--- src/rtl/hazard_scoreboard.sv ---
// Decode-side hazard scoreboard: E/M/W writer tracking, stall, rs/rt forward selects, HI/LO busy counter.
// Optional HAZARD_STATS_EN macro enables the saturating stall-cycle counter on stall_cnt.
module hazard_scoreboard #(
  parameter int MULT_CYCLES = 5,
  parameter int DIV_CYCLES  = 10
) (
  input  logic        clk,
  input  logic        reset,
  input  logic [4:0]  rs_d,
  input  logic [4:0]  rt_d,
  input  logic        use_rs,
  input  logic        use_rt,
  input  logic [1:0]  tuse_rs,
  input  logic [1:0]  tuse_rt,
  input  logic [4:0]  dst_d,
  input  logic [1:0]  tnew_d,
  input  logic        md_start_d,
  input  logic        md_div_d,
  input  logic        md_use_d,
  output logic        stall,
  output logic [1:0]  fwd_rs_sel,
  output logic [1:0]  fwd_rt_sel,
  output logic        md_busy,
  output logic [31:0] stall_cnt
);

  typedef struct packed {
    logic [4:0] addr;
    logic [1:0] tnew;
  } entry_t;

  entry_t     stgE;
  entry_t     stgM;
  entry_t     stgW;
  logic [3:0] cnt;
  logic       rsStall;
  logic       rtStall;
  logic       mdStall;

  function automatic logic hit(input entry_t s, input logic [4:0] r);
    return (r != 5'd0) && (s.addr == r);
  endfunction

  function automatic logic [1:0] satDec(input logic [1:0] t);
    return (t == 2'd0) ? 2'd0 : t - 2'd1;
  endfunction

  function automatic logic opStall(
    input logic       u,
    input logic [4:0] r,
    input logic [1:0] tuse,
    input entry_t     e,
    input entry_t     m
  );
    return u && ((hit(e, r) && e.tnew > tuse) ||
                 (hit(m, r) && m.tnew > tuse));
  endfunction

  // Youngest matching stage owns the register, even if its data is not ready yet.
  function automatic logic [1:0] fwdSel(
    input logic [4:0] r,
    input entry_t     e,
    input entry_t     m,
    input entry_t     w
  );
    logic [1:0] sel;
    sel = 2'd0;
    if (hit(e, r))
      sel = (e.tnew == 2'd0) ? 2'd1 : 2'd0;
    else if (hit(m, r))
      sel = (m.tnew == 2'd0) ? 2'd2 : 2'd0;
    else if (hit(w, r))
      sel = (w.tnew == 2'd0) ? 2'd3 : 2'd0;
    return sel;
  endfunction

  assign rsStall = opStall(use_rs, rs_d, tuse_rs, stgE, stgM);
  assign rtStall = opStall(use_rt, rt_d, tuse_rt, stgE, stgM);
  assign md_busy = (cnt != 4'd0);
  assign mdStall = md_use_d && md_busy;
  assign stall   = rsStall | rtStall | mdStall;

  assign fwd_rs_sel = fwdSel(rs_d, stgE, stgM, stgW);
  assign fwd_rt_sel = fwdSel(rt_d, stgE, stgM, stgW);

  always_ff @(posedge clk or negedge reset) begin
    if (!reset) begin
      stgE <= '0;
      stgM <= '0;
      stgW <= '0;
      cnt  <= '0;
    end else begin
      stgW <= '{addr: stgM.addr, tnew: satDec(stgM.tnew)};
      stgM <= '{addr: stgE.addr, tnew: satDec(stgE.tnew)};
      stgE <= stall ? '0 : '{addr: dst_d, tnew: tnew_d};
      if (!stall && md_start_d)
        cnt <= md_div_d ? 4'(DIV_CYCLES) : 4'(MULT_CYCLES);
      else if (cnt != 4'd0)
        cnt <= cnt - 4'd1;
    end
  end

`ifdef HAZARD_STATS_EN
  always_ff @(posedge clk or negedge reset) begin
    if (!reset)
      stall_cnt <= '0;
    else if (stall && stall_cnt != 32'hFFFF_FFFF)
      stall_cnt <= stall_cnt + 32'd1;
  end
`else
  assign stall_cnt = 32'd0;
`endif

endmodule

--- config.mk ---
export PLATFORM = sky130hd
export DESIGN_NAME = hazard_scoreboard
export DESIGN_NICKNAME = d
export VERILOG_FILES = /design/src/rtl/hazard_scoreboard.sv
export SDC_FILE = /design/constraint.sdc
export NUM_CORES = 1
export LEC_CHECK = 0
export CAP_MARGIN = 40
export CORE_UTILIZATION = 40
export CTS_CLUSTER_SIZE = 10
export DETAILED_ROUTE_END_ITERATION = 8
export HOLD_SLACK_MARGIN = 0.08
export PLACE_DENSITY = 0.75
export SLEW_MARGIN = 20
export SYNTH_ARGS = -nofsm -noshare
export SYNTH_HDL_FRONTEND = slang
export SYNTH_SLANG_ARGS = --single-unit
--- constraint.sdc ---
create_clock -name clk -period 2.8 [get_ports clk]
set_clock_uncertainty 0.1 [all_clocks]
set_input_delay 0.56 -clock clk [delete_from_list [all_inputs] [get_ports clk]]
set_output_delay 0.56 -clock clk [all_outputs]
set_load 0.05 [all_outputs]
Yosys cells after proc, flatten, opt, wreduce, memory -nomap -nowiden
Cells that the tools add are included.
{ "op_classes": {"addsub": 3, "magnitude_cmp": 4, "eq_ne": 6, "n_mux": 15, "bitwise_logic": 2, "n_reduce_logical": 24} }
{ "op_table": {"columns": ["cell", "count"], "rows": [
  ["$eq A5 B5 Y1", 6],
  ["$mux W2", 10],
  ["$logic_and A1 B1 Y1", 14],
  ["$mux W4", 3],
  ["$reduce_bool A5 Y1", 2],
  ["$gt A2 B2 Y1", 4],
  ["$mux W7", 1],
  ["$logic_not A2 Y1", 3],
  ["$reduce_bool A4 Y1", 1],
  ["$sub A2 B1 Y2 const B", 2],
  ["$sub A4 B1 Y4 const B", 1],
  ["$logic_or A1 B1 Y1", 2],
  ["$or A1 B1 Y1", 2],
  ["$reduce_bool A2 Y1", 1],
  ["$logic_not A1 Y1", 1],
  ["$mux W1", 1]
]} }
{ "word_totals": {"regBits": 25, "in_bits": 28, "out_inout_bits": 38, "elab_cells": 61} }

Logic depth before layout (Yosys ltp)
Gate-level depths: netlist of the first run.
{ "depth": {"word_depth": 10, "ltp_mapped": 8} }

Worst setup path after synthesis of the first run
OpenSTA, ideal clock, no wires.
{ "synth_path": {"kind": "input port to output port", "from": "input port rs_d[1]", "to": "output port fwd_rs_sel[0]", "arrival_ns": 2.483, "setup_slack_ns": -0.343, "cell_stages": 5, "path_buffers": 0, "cell_sequence": "or4_4 o211ai_2 nor2_1 or3_1 mux2i_1"} }
{ "synth_via": {"elab_chain_cells": 5, "word_cells_on_any_way": 10, "cone_classes": "eq/ne (3); mux (3); reduce/logical (4)"} }
{ "synth_lines": {"columns": ["item", "line_no", "source"], "rows": [
  ["from (decl)", "9", "input logic [4:0] rs_d,"],
  ["$eq A5 B5 Y1 / $reduce_bool A5 Y1 (equally long branches)", "41", "return (r != 5'd0) && (s.addr == r);"],
  ["$logic_and A1 B1 Y1", "41", null],
  ["$mux W2", "72", "else if (hit(w, r))"],
  ["$mux W2", "70", "else if (hit(m, r))"],
  ["$mux W2 (*)", "68", "if (hit(e, r))"],
  ["to (decl)", "21", "output logic [1:0] fwd_rs_sel,"]
]} }
Every way passes the cells marked *; elsewhere a longest branch is shown, timed or not.

Worst setup path after layout of the first run
{ "layout_path": {"from": "input port rs_d[4]", "to": "output port fwd_rs_sel[0]"} }
The elaborated chain is that of the path after synthesis.

==> results of run 1 <==
[where the power goes]
group          switching, mW  internal [mW]  total (mW)  leakage, nW
Clock                  0.117          0.104       0.222       0.0261
Sequential            0.0716          0.430       0.502        0.320
Combinational          0.412          0.346       0.758        0.853
Total                  0.601          0.880        1.48         1.20
[Yosys cell counts]
cell,count,area (sq um)
buf_4,32,240
xnor2_1,27,236
dfrtp_1,25,626
inv_1,12,45.0
ha_1,10,125
nand2_1,8,30.0
nor2_1,8,30.0
a21oi_1,6,30.0
and3_2,5,37.5
xor2_1,5,43.8
and2_1,4,25.0
nand3_1,4,20.0
mux2i_1,3,30.0
nor4_1,3,18.8
o211ai_2,3,37.5
o21ai_0,3,15.0
a2111oi_0,2,17.5
and3_1,2,12.5
mux2_4,2,30.0
nor2b_1,2,12.5
nor3_1,2,10.0
o211ai_1,2,15.0
or3_1,2,12.5
or4_4,2,22.5
a211oi_4,1,20.0
a21o_1,1,7.51
buf_2,1,5.00
clkbuf_1,1,3.75
conb_1,1,3.75
nand3_4,1,17.5
nand4_1,1,6.26
o21ai_2,1,8.76
o31ai_1,1,7.51
or2_2,1,6.26
[worst max-delay path, stage by stage]
cell and delay, ns:
buf_6 0.09, or4_4 0.55, o211ai_4 0.19, nor2_2 0.08, or3_4 0.40, mux2i_4 0.18
buf_12 0.16
[final timing paths]
kind                                        start            endpoint  slack, ns  depth (start not counted)
max in group asynchronous                   reset   stgM[5]$_DFF_PN0_       1.84                          2
worst min-delay path            stgM[3]$_DFF_PN0_   stgW[3]$_DFF_PN0_       0.36                          0
worst max register to register  stgE[1]$_DFF_PN0_  cnt[3]$_DFFE_PN0P_       0.53                          8
worst max-delay path                      rs_d[4]       fwd_rs_sel[0]      -0.07                          7
min in group asynchronous                   reset   stgM[3]$_DFF_PN0_       0.53                          2
worst min register to register  stgM[3]$_DFF_PN0_   stgW[3]$_DFF_PN0_       0.36                          0
[layout make-up]
class	count	area (sq um)	share of cell area [%]
inverters	12	45.0	1.70
clock buffers	3	41.3	1.56
well taps	52	65.1	2.46
flip-flops and latches	25	626	23.6
multi-input cells	144	1270	48.0
clock inverters	1	8.76	0.331
repair buffers	62	591	22.3
[flip-flops by register name (all words and copies together) (netlist names)]
| name | flops |
|---|---|
| stgE | 7 |
| stgW | 7 |
| cnt | 4 |
| stgM | 7 |
[layer usage]
layer,vias up,GRT usage (%),share of wire (%)
met4,0,9.75,3.4
met1,652,21.6,40
li1,677,-,-
met5,-,0,0
met3,13,1.16,4.8
met2,58,28.6,52
[logic make-up (layout without fill, tap and decap cells)]
logic type,count (synthesis),count (layout)
XOR/XNOR,32,32
multiplexers,5,5
AND/OR/NAND/NOR,45,45
flip-flops,25,25
adder cells (fa/ha/maj),10,10
other,1,32
buffers and inverters,46,78
AO/OA/AOI/OAI,20,20
[metrics by stage]
stage,instances,setup TNS (ns),worst slack [ns]
floorplan,215,-0.0259,-0.0186
global placement,289,-2.62,-0.452
detailed placement,289,-2.84,-0.482
CTS,297,-0.268,-0.104
global route,299,-0.339,-0.118
finish,299,-0.185,-0.0740
[what timing repair did]
action | 4_1_cts | 5_1_grt
pin swaps | 19 | 16
endpoints found under the setup margin | 5 | 6
gates resized for setup | 57 | 27
setup buffers | 4 | 3
==> impl_metrics.ini, run 1 <==
[clocking]
cts-hold-fix-buffers = 0
htreeDepth = 1
clockBufferDepth = 2
clk_pin_slew_ns = 0.09
cts-buffers-inserted = 3
root_buffer = clkbuf_8
clk-insertion-delay-late_ns = 0.27
cts_sinks = 25
cts_tree = built

[timing]
tightest_slew_ns = 0.498
slew_headroom_pct = 66.7
fmax_mhz = 348
maxSlewViolCount = 0
final_hold_viol_count = 0
fin_crit_ns = 2.87
timing.hold.ws_ns = 0.358
fin_ws_ns = -0.0740
setup_violations = 3
rsz0062_at_grt = true
post-route-period-util_pct = 103

[worst_hold_path]
hold_path_class = register to register

[grt]
grt_pass1_vias = 1391
grt_pass1_wl_um = 6470
antenna_found_initial = 0
gr-total-overflow = 0
grt_max_degree = 26
track_usage_pct = 17.0

[synthesis]
yosys.area_share.adder_pct = 6.92
synth.area.mux_share_pct = 3.32
syn_area_per_cell_sq_um = 9.83
syn_area_sq_um = 1810
synth_xor_area_share_pct = 15.5
synth_simple_gate_area_share_pct = 14.5
synth_cell_types = 34
synth_top_family_by_area = buffers and inverters
yosys_warnings = 0
ys_seq_area_share_pct = 34.6
synth-compound-area-share_pct = 8.78
ys_seq_elements = 25
synthCells = 184

[place]
post_dp_cell_area_sq_um = 2310
hpwl_um = 2940
io_buffer_count = 33
gp_congestion = 0.852

[setup_path]
criticalPathCategory = input pin to output pin
startpoint_type = input pin
cp_max_fo = 2
cp.arrival_ns = 2.21
cp-end-kind = output pin
cp.required_ns = 2.14

[floorplanning]
die_area_sq_um = 4800
coreArea_sq_um = 4350
die_w_um = 69.3
start_util_pct = 41.6
chipHeight_um = 69.3
num_io_pins = 66
core.rowCount = 24

[detailed_routing]
drcViolationCount = 0
routed_via_density = 4.68
drt_iter0_markers = 36
wl_per_cell_um = 13.6
wl_um = 4050
antenna_left = 0
vias = 1400
drtPass1Iterations = 5

[outcome]
status = finished with violations
violations = setup timing

[layout]
finish.utilization_pct = 60.8
fillers = 351
final_common_cell = conb_1
diodes = 0
final_layout_size_suffix_gt1_share_pct = 37.7
syn_to_final_growth_pct = 46.3
final_cell_mix = 32 x conb_1, 27 x buf_4, 25 x dfrtp_1
final_area_sq_um = 2650
nNetsFinal = 286

[power_and_ir_drop]
p_total_mw = 1.48
powerDensity_nw_per_um2 = 560
irDropWorstVdd_uv = 346
total_leakage_power_nw = 1.20

[job]
maxCapViolations = 0
(Power assumes the default switching activity.)
==> run 2: changes to the inputs <==
--- a/config.mk
+++ b/config.mk
@@ -5,7 +5,8 @@
 export SDC_FILE = /design/constraint.sdc
 export NUM_CORES = 1
 export LEC_CHECK = 0
-export CAP_MARGIN = 40
+export ABC_CLOCK_PERIOD_IN_PS = 2800
+export CAP_MARGIN = 20
 export CORE_UTILIZATION = 40
 export CTS_CLUSTER_SIZE = 10
 export DETAILED_ROUTE_END_ITERATION = 8
==> results of run 2 <==
The final DEF is identical to that of run 1; final timing and power are the same.
